### config.mk
export PLATFORM = sky130hd
export DESIGN_NAME = three_x_eight_strobe_decoder_flat
export DESIGN_NICKNAME = d
export VERILOG_FILES = /design/src/rtl/three_x_eight_strobe_decoder_pkg.sv /design/src/rtl/three_x_eight_strobe_decoder_if.sv /design/src/rtl/three_x_eight_strobe_decoder_onehot_3x8.sv /design/src/rtl/three_x_eight_strobe_decoder.sv /design/src/flat_wrapper.sv
export SDC_FILE = /design/constraint.sdc
export NUM_CORES = 1
export LEC_CHECK = 0
export ABC_AREA = 1
export CAP_MARGIN = 15
export CELL_PAD_IN_SITES_DETAIL_PLACEMENT = 0
export CELL_PAD_IN_SITES_GLOBAL_PLACEMENT = 1
export CORE_MARGIN = 2
export CORE_UTILIZATION = 39
export DETAILED_ROUTE_END_ITERATION = 10
export GPL_TIMING_DRIVEN = 0
export PLACE_DENSITY_LB_ADDON = 0.1
export SYNTH_ARGS = -nofsm -noshare
export SYNTH_HDL_FRONTEND = slang
export SYNTH_SLANG_ARGS = --single-unit
### constraint.sdc
create_clock -name clk -period 2.01 [get_ports clk]
set_input_delay 0.402 -clock clk [delete_from_list [all_inputs] [get_ports clk]]
set_output_delay 0.402 -clock clk [all_outputs]
set_load 0.02 [all_outputs]
### src/rtl/three_x_eight_strobe_decoder_pkg.sv
// Shared types and constants for the 3-to-8 strobe decoder.
package three_x_eight_strobe_decoder_pkg;

  localparam int CODE_W              = 3;
  localparam int ONEHOT_W            = 8;
  localparam int CNT_W               = 8;
  localparam int HOLD_CYCLES_DEFAULT = 4;

  typedef enum logic [0:0] {
    IDLE = 1'b0,
    HOLD = 1'b1
  } state_e;

endpackage

### src/rtl/three_x_eight_strobe_decoder_if.sv
// Handshake and strobe bus between a code producer and the decoder.
interface three_x_eight_strobe_decoder_if;
  import three_x_eight_strobe_decoder_pkg::*;

  logic                abort;
  logic                in_valid;
  logic [CODE_W-1:0]   in_code;
  logic                in_ready;
  logic [ONEHOT_W-1:0] OUT;
  logic                out_valid;
  logic                busy;
  logic [CNT_W-1:0]    decode_count;

  modport master (
    output abort, in_valid, in_code,
    input  in_ready, OUT, out_valid, busy, decode_count
  );

  modport slave (
    input  abort, in_valid, in_code,
    output in_ready, OUT, out_valid, busy, decode_count
  );

endinterface

### src/rtl/three_x_eight_strobe_decoder_onehot_3x8.sv
// Combinational binary-to-one-hot converter for a 3-bit code.
module onehot_3x8
  import three_x_eight_strobe_decoder_pkg::*;
(
  input  logic [CODE_W-1:0]   code,
  output logic [ONEHOT_W-1:0] onehot
);

  // Table decode keeps the output free of X for every code value.
  always_comb begin
    case (code)
      3'd0:    onehot = 8'b0000_0001;
      3'd1:    onehot = 8'b0000_0010;
      3'd2:    onehot = 8'b0000_0100;
      3'd3:    onehot = 8'b0000_1000;
      3'd4:    onehot = 8'b0001_0000;
      3'd5:    onehot = 8'b0010_0000;
      3'd6:    onehot = 8'b0100_0000;
      3'd7:    onehot = 8'b1000_0000;
      default: onehot = 8'b0000_0000;
    endcase
  end

endmodule

### src/rtl/three_x_eight_strobe_decoder.sv
// Decodes accepted 3-bit codes into one-hot strobes held for HOLD_CYCLES cycles,
// with a single pending slot so consecutive strobes run back to back.
module three_x_eight_strobe_decoder
  import three_x_eight_strobe_decoder_pkg::*;
#(
  parameter int HOLD_CYCLES = HOLD_CYCLES_DEFAULT
)
(
  input  logic                           clk,
  input  logic                           rst,
  three_x_eight_strobe_decoder_if.slave  bus
);

  localparam logic [CNT_W-1:0] RELOAD = 8'(HOLD_CYCLES - 1);

  state_e              state_q, state_d;
  logic [CNT_W-1:0]    cnt_q, cnt_d;
  logic [CODE_W-1:0]   pend_code_q, pend_code_d;
  logic                pend_full_q, pend_full_d;
  logic [ONEHOT_W-1:0] out_q, out_d;
  logic                out_valid_q, out_valid_d;
  logic                busy_q, busy_d;
  logic [CNT_W-1:0]    decode_count_q, decode_count_d;

  logic                in_ready_s;
  logic                accept_s;
  logic                load_s;
  logic                load_pend_s;
  logic [ONEHOT_W-1:0] in_onehot_s;
  logic [ONEHOT_W-1:0] pend_onehot_s;

  onehot_3x8 u_in_onehot (
    .code   (bus.in_code),
    .onehot (in_onehot_s)
  );

  onehot_3x8 u_pend_onehot (
    .code   (pend_code_q),
    .onehot (pend_onehot_s)
  );

  // Ready is withheld during reset and abort so neither can swallow a code.
  always_comb begin
    in_ready_s = 1'b0;
    if (rst || bus.abort) begin
      in_ready_s = 1'b0;
    end else if (state_q == IDLE) begin
      in_ready_s = 1'b1;
    end else begin
      in_ready_s = !pend_full_q;
    end
  end

  assign accept_s = bus.in_valid && in_ready_s;

  // Next-state and output computation for the IDLE/HOLD machine.
  always_comb begin
    state_d        = state_q;
    cnt_d          = cnt_q;
    pend_code_d    = pend_code_q;
    pend_full_d    = pend_full_q;
    out_d          = out_q;
    out_valid_d    = out_valid_q;
    decode_count_d = decode_count_q;
    load_s         = 1'b0;
    load_pend_s    = 1'b0;

    if (bus.abort) begin
      state_d     = IDLE;
      cnt_d       = 8'd0;
      pend_code_d = 3'd0;
      pend_full_d = 1'b0;
      out_d       = 8'd0;
      out_valid_d = 1'b0;
    end else begin
      case (state_q)
        IDLE: begin
          if (accept_s) begin
            load_s = 1'b1;
          end else begin
            out_d       = 8'd0;
            out_valid_d = 1'b0;
          end
        end
        HOLD: begin
          if (cnt_q != 8'd0) begin
            cnt_d = cnt_q - 8'd1;
            if (accept_s) begin
              pend_code_d = bus.in_code;
              pend_full_d = 1'b1;
            end else begin
              pend_full_d = pend_full_q;
            end
          end else if (pend_full_q) begin
            // Last hold cycle: chain straight into the buffered code.
            load_s      = 1'b1;
            load_pend_s = 1'b1;
            pend_full_d = 1'b0;
          end else if (accept_s) begin
            load_s = 1'b1;
          end else begin
            state_d     = IDLE;
            out_d       = 8'd0;
            out_valid_d = 1'b0;
          end
        end
        default: begin
          state_d     = IDLE;
          cnt_d       = 8'd0;
          pend_full_d = 1'b0;
          out_d       = 8'd0;
          out_valid_d = 1'b0;
        end
      endcase

      if (load_s) begin
        state_d        = HOLD;
        out_d          = load_pend_s ? pend_onehot_s : in_onehot_s;
        out_valid_d    = 1'b1;
        cnt_d          = RELOAD;
        decode_count_d = decode_count_q + 8'd1;
      end else begin
        decode_count_d = decode_count_q;
      end
    end

    busy_d = (state_d == HOLD) || pend_full_d;
  end

  // State and output registers with synchronous reset.
  always_ff @(posedge clk) begin
    if (rst) begin
      state_q        <= IDLE;
      cnt_q          <= 8'd0;
      pend_code_q    <= 3'd0;
      pend_full_q    <= 1'b0;
      out_q          <= 8'd0;
      out_valid_q    <= 1'b0;
      busy_q         <= 1'b0;
      decode_count_q <= 8'd0;
    end else begin
      state_q        <= state_d;
      cnt_q          <= cnt_d;
      pend_code_q    <= pend_code_d;
      pend_full_q    <= pend_full_d;
      out_q          <= out_d;
      out_valid_q    <= out_valid_d;
      busy_q         <= busy_d;
      decode_count_q <= decode_count_d;
    end
  end

  assign bus.in_ready     = in_ready_s;
  assign bus.OUT          = out_q;
  assign bus.out_valid    = out_valid_q;
  assign bus.busy         = busy_q;
  assign bus.decode_count = decode_count_q;

endmodule

### src/flat_wrapper.sv
// flat-port wrapper written by rule: the top's interface ports become plain ports
module three_x_eight_strobe_decoder_flat import three_x_eight_strobe_decoder_pkg::*;
#(
  parameter int HOLD_CYCLES = HOLD_CYCLES_DEFAULT
)
  (clk, rst, bus_abort, bus_in_valid, bus_in_code, bus_in_ready, bus_OUT, bus_out_valid, bus_busy, bus_decode_count);
  three_x_eight_strobe_decoder_if bus_i ();
  input  logic clk;
  input  logic rst;
  input wire logic [$bits(bus_i.abort)-1:0] bus_abort;
  input wire logic [$bits(bus_i.in_valid)-1:0] bus_in_valid;
  input wire logic [$bits(bus_i.in_code)-1:0] bus_in_code;
  output wire logic [$bits(bus_i.in_ready)-1:0] bus_in_ready;
  output wire logic [$bits(bus_i.OUT)-1:0] bus_OUT;
  output wire logic [$bits(bus_i.out_valid)-1:0] bus_out_valid;
  output wire logic [$bits(bus_i.busy)-1:0] bus_busy;
  output wire logic [$bits(bus_i.decode_count)-1:0] bus_decode_count;
  assign bus_i.abort = bus_abort;
  assign bus_i.in_valid = bus_in_valid;
  assign bus_i.in_code = bus_in_code;
  assign bus_in_ready = bus_i.in_ready;
  assign bus_OUT = bus_i.OUT;
  assign bus_out_valid = bus_i.out_valid;
  assign bus_busy = bus_i.busy;
  assign bus_decode_count = bus_i.decode_count;
  three_x_eight_strobe_decoder #(.HOLD_CYCLES(HOLD_CYCLES)) u_core (.clk(clk), .rst(rst), .bus(bus_i));
endmodule
==> flow_summary_export.csv <==
group,metric,value,unit
finish,syn_to_final_growth,21.7,%
placed_design,dp_hpwl,3.02,mm
clock_network,cts_tree,"yes",
power_and_ir_drop,p_sw,0.331,mW
worst_setup_path,critPathMaxFanout,4,
finish,multi_input_area,965,sq um
logic_synthesis,syn_inst,273,
floorplan,io_pins,26,
global_routing,antenna_found_initial,0,
sta,min_period,1.80,ns
logic_synthesis,syn_avg_cell_area,7.10,sq um
drt,first_iter_violations,48,
drt,dr.pass1.iters,4,
worst_setup_path,crit-reg2reg-launch,"u_core.cnt_q[0]",
hold_path,hp-class,"input pin to flop",
drt,viasPerCell,4.45,
clock_network,ctsHoldBuffers,0,
power_and_ir_drop,clkPwrFrac,40.0,%
sta,max_freq,0.555,GHz
drt,dr_wl_met2,1.68,mm
logic_synthesis,yosys-top-cells-count,"nand2_1, dfxtp_1, inv_1",
drt,highest_layer,"met4",
clock_network,clkTransAtPathRegs,0.07,ns
clock_network,cts_setup_buffers,0,
status,status,"completed",
sta,rsz0062_at_grt,"no",
power_and_ir_drop,seq_power_share,53.5,%
finish,drive_gt1_share,10.8,%
logic_synthesis,synth-async-reset-ratio,0,%
worst_setup_path,cp-start-kind,"input pin",
sta,tightest_slew,0.461,ns
sta,relSlewSlack,69.3,%
worst_setup_path,cp_slowest_stage_delay,0.33,ns
sta,final_hold_viol_count,0,
finish,final_area,0.00236,sq mm
finish,final_nets,314,
power_and_ir_drop,power.leakage,1.05,nW
logic_synthesis,synth.top_cell.area_share,40.3,%
floorplan,rows,25,
worst_setup_path,crit_chain,"dlygate4sd2_1 -> nor2_4 -> nand2_2 -> inv_2 -> dlygate4sd2_1",
logic_synthesis,synth.most_common_cell,"nand2_1",
clock_network,clkLatencyLatePin,0.29,ns
sta,layout_setup_ws,0.209,ns
placed_design,portBuffers,24,
worst_setup_path,crit_required,1.61,ns
worst_setup_path,cp_slowest_cell,"dlygate4sd2_1",
drt,vias,1656,
clock_network,htreeDepth,2,
global_routing,grt_max_degree,12,
global_routing,grtUsageTotal,16.3,%
sta,finalCritPeriodShare,89.6,%
hold_path,min_from,"rst",
drt,route.antenna.remaining_nets,0,
floorplan,design.core.area,0.00475,sq mm
finish,fillerInstances,508,
placed_design,place_congestion,0.839,
clock_network,cts.repair.resized,2,
placed_design,place_ws,-0.319,ns
global_routing,grt_pass1_wl,6.81,mm
global_routing,grt_pass1_vias,1457,
finish,diodes,0,
power_and_ir_drop,p_int,1.12,mW
logic_synthesis,syn-cell-area,0.00194,sq mm
clock_network,ctsLongestPathBuffers,2,
clock_network,clock_sinks,39,
drt,wl_per_cell,10.8,microns
sta,setup_violations,0,
power_and_ir_drop,powerDensity,616,mW/mm^2
placed_design,place_area,0.00226,sq mm
drt,met3RoutedLength,117,microns
worst_setup_path,cp.arrival,1.40,ns
worst_setup_path,end_kind,"output pin",
logic_synthesis,yosys_warnings,0,
clock_network,cts-root-buf,"clkbuf_8",
floorplan,die_area,0.00555,sq mm
drt,drt-total-wl,4.03,mm
finish,regArea,781,sq um
worst_setup_path,crit_top_cell,"dlygate4sd2_1",
flow_run,max_cap_viol_count,0,
clock_network,cts_buffers,5,
logic_synthesis,ys_ff_latch,39,
worst_setup_path,worstSetupPathType,"input pin to output pin",
logic_synthesis,ys.flop_type,"dfxtp_1",
sta,slew_viol_final,0,
logic_synthesis,synth_cell_types,26,
logic_synthesis,synth_fp_nets,283,
drt,met1Wirelength,2.17,mm
logic_synthesis,yosys.area.top_type,"dfxtp_1",
global_routing,overflow,0,
logic_synthesis,synth-edff-count,0,
power_and_ir_drop,combPwrFrac,6.6,%
power_and_ir_drop,vdd_drop_max,266,uV
sta,fin_skew,0.00277,ns
drt,drc,0,
logic_synthesis,synth_seq_area_share,40.3,%
floorplan,die_w,74.5,microns
logic_synthesis,synthTopCellsByArea,"dfxtp_1, nand2_1, nand3_1",
floorplan,start_util,40.8,%
power_and_ir_drop,swShare,22.8,%
worst_setup_path,critPathLaunch,"bus_abort",
floorplan,die_height,74.5,microns
[metal layers]
| metal | vias up | global-route usage [%] |
|---|---|---|
| met3 | 7 | 4.07 |
| met2 | 20 | 23.6 |
| met5 | - | 0 |
| li1 | 913 | - |
| met1 | 716 | 23.5 |
| met4 | 0 | 5.95 |
[worst paths after layout]
| kind | cells past startpoint | to | slack (ns) |
|---|---|---|---|
| hold / removal | 2 | u_core.bus.decode_count[7] | 0.31 |
| hold reg to reg | 2 | u_core.bus.OUT[0] | 0.46 |
| setup / recovery | 5 | bus_in_ready | 0.21 |
| setup reg to reg | 9 | u_core.bus.OUT[6] | 0.31 |
[kinds of logic (layout without fill, tap and decap cells)]
family | count (synthesis) | count (layout) | share of synthesized area [%]
compound gates | 26 | 26 | 6.71
fa+ha+maj | 3 | 3 | 1.94
xor+xnor | 8 | 8 | 3.61
simple gates | 149 | 149 | 37.5
flops | 39 | 39 | 40.3
buf+inv | 48 | 80 | 10.0
[cell usage in the layout, fill, tap and decap left out, types with 3 or more instances in the layout]
cell type        netlist  layout
ha_1                   3       3
inv_1                 39      39
nand2_1               72      72
nand2_2                6       6
dfxtp_1               39      39
inv_2                  3       3
xor2_1                 5       5
nand2_4                3       3
nand3_1               30      30
o21ai_0                4       4
nand4_1                5       5
nor2_4                 3       3
xnor2_1                3       3
a21oi_1               22      22
clkdlybuf4s50_1        0      22
clkbuf_8               0       7
nor2_1                23      23
[worst max-delay path: cells and delay by family]
| kind | cells | cell delay, ns |
|---|---|---|
| AND/OR/NAND/NOR | 2 | 0.25 |
| buffers and inverters | 3 | 0.74 |
[flip-flops by register name, indices dropped and copies added (netlist names)]
register                     flops
u_core.u_pend_onehot.onehot      8
u_core.state_q                   1
u_core.bus.decode_count          8
u_core.pend_code_q               3
u_core.cnt_q                     8
u_core.bus.busy                  1
u_core.pend_full_q               1
u_core.bus.out_valid             1
u_core.bus.OUT                   8
[metrics by stage]
step	util, %	hold slack [ns]	setup TNS [ns]	std cells	power, mW
after floorplan	-	0.466	0	273	0.856
after global placement	47.6	0.453	-0.843	364	0.893
after detailed placement	47.6	0.457	-0.863	364	0.893
after CTS	49.7	0.307	0	372	1.47
after global routing	49.7	0.308	0	372	1.52
final	49.7	0.314	0	372	1.45
[layout make-up]
class / instances / share of cell area [%]
sequential: 39 / 33.1
multi-input combinational: 186 / 40.9
clock buffer: 8 / 4.24
tap: 67 / 3.55
buffer: 5 / 1.38
timing repair buffer: 24 / 10.1
inverter: 43 / 6.84
[power by group through the flow]
stage,logic [mW],clock network [mW],registers (mW)
floorplan,0.0586,0,0.798
global placement,0.0971,0,0.796
detailed placement,0.0972,0,0.795
CTS,0.0962,0.601,0.777
global route,0.106,0.635,0.778
finish,0.0954,0.581,0.777
(Power assumes the default switching activity.)
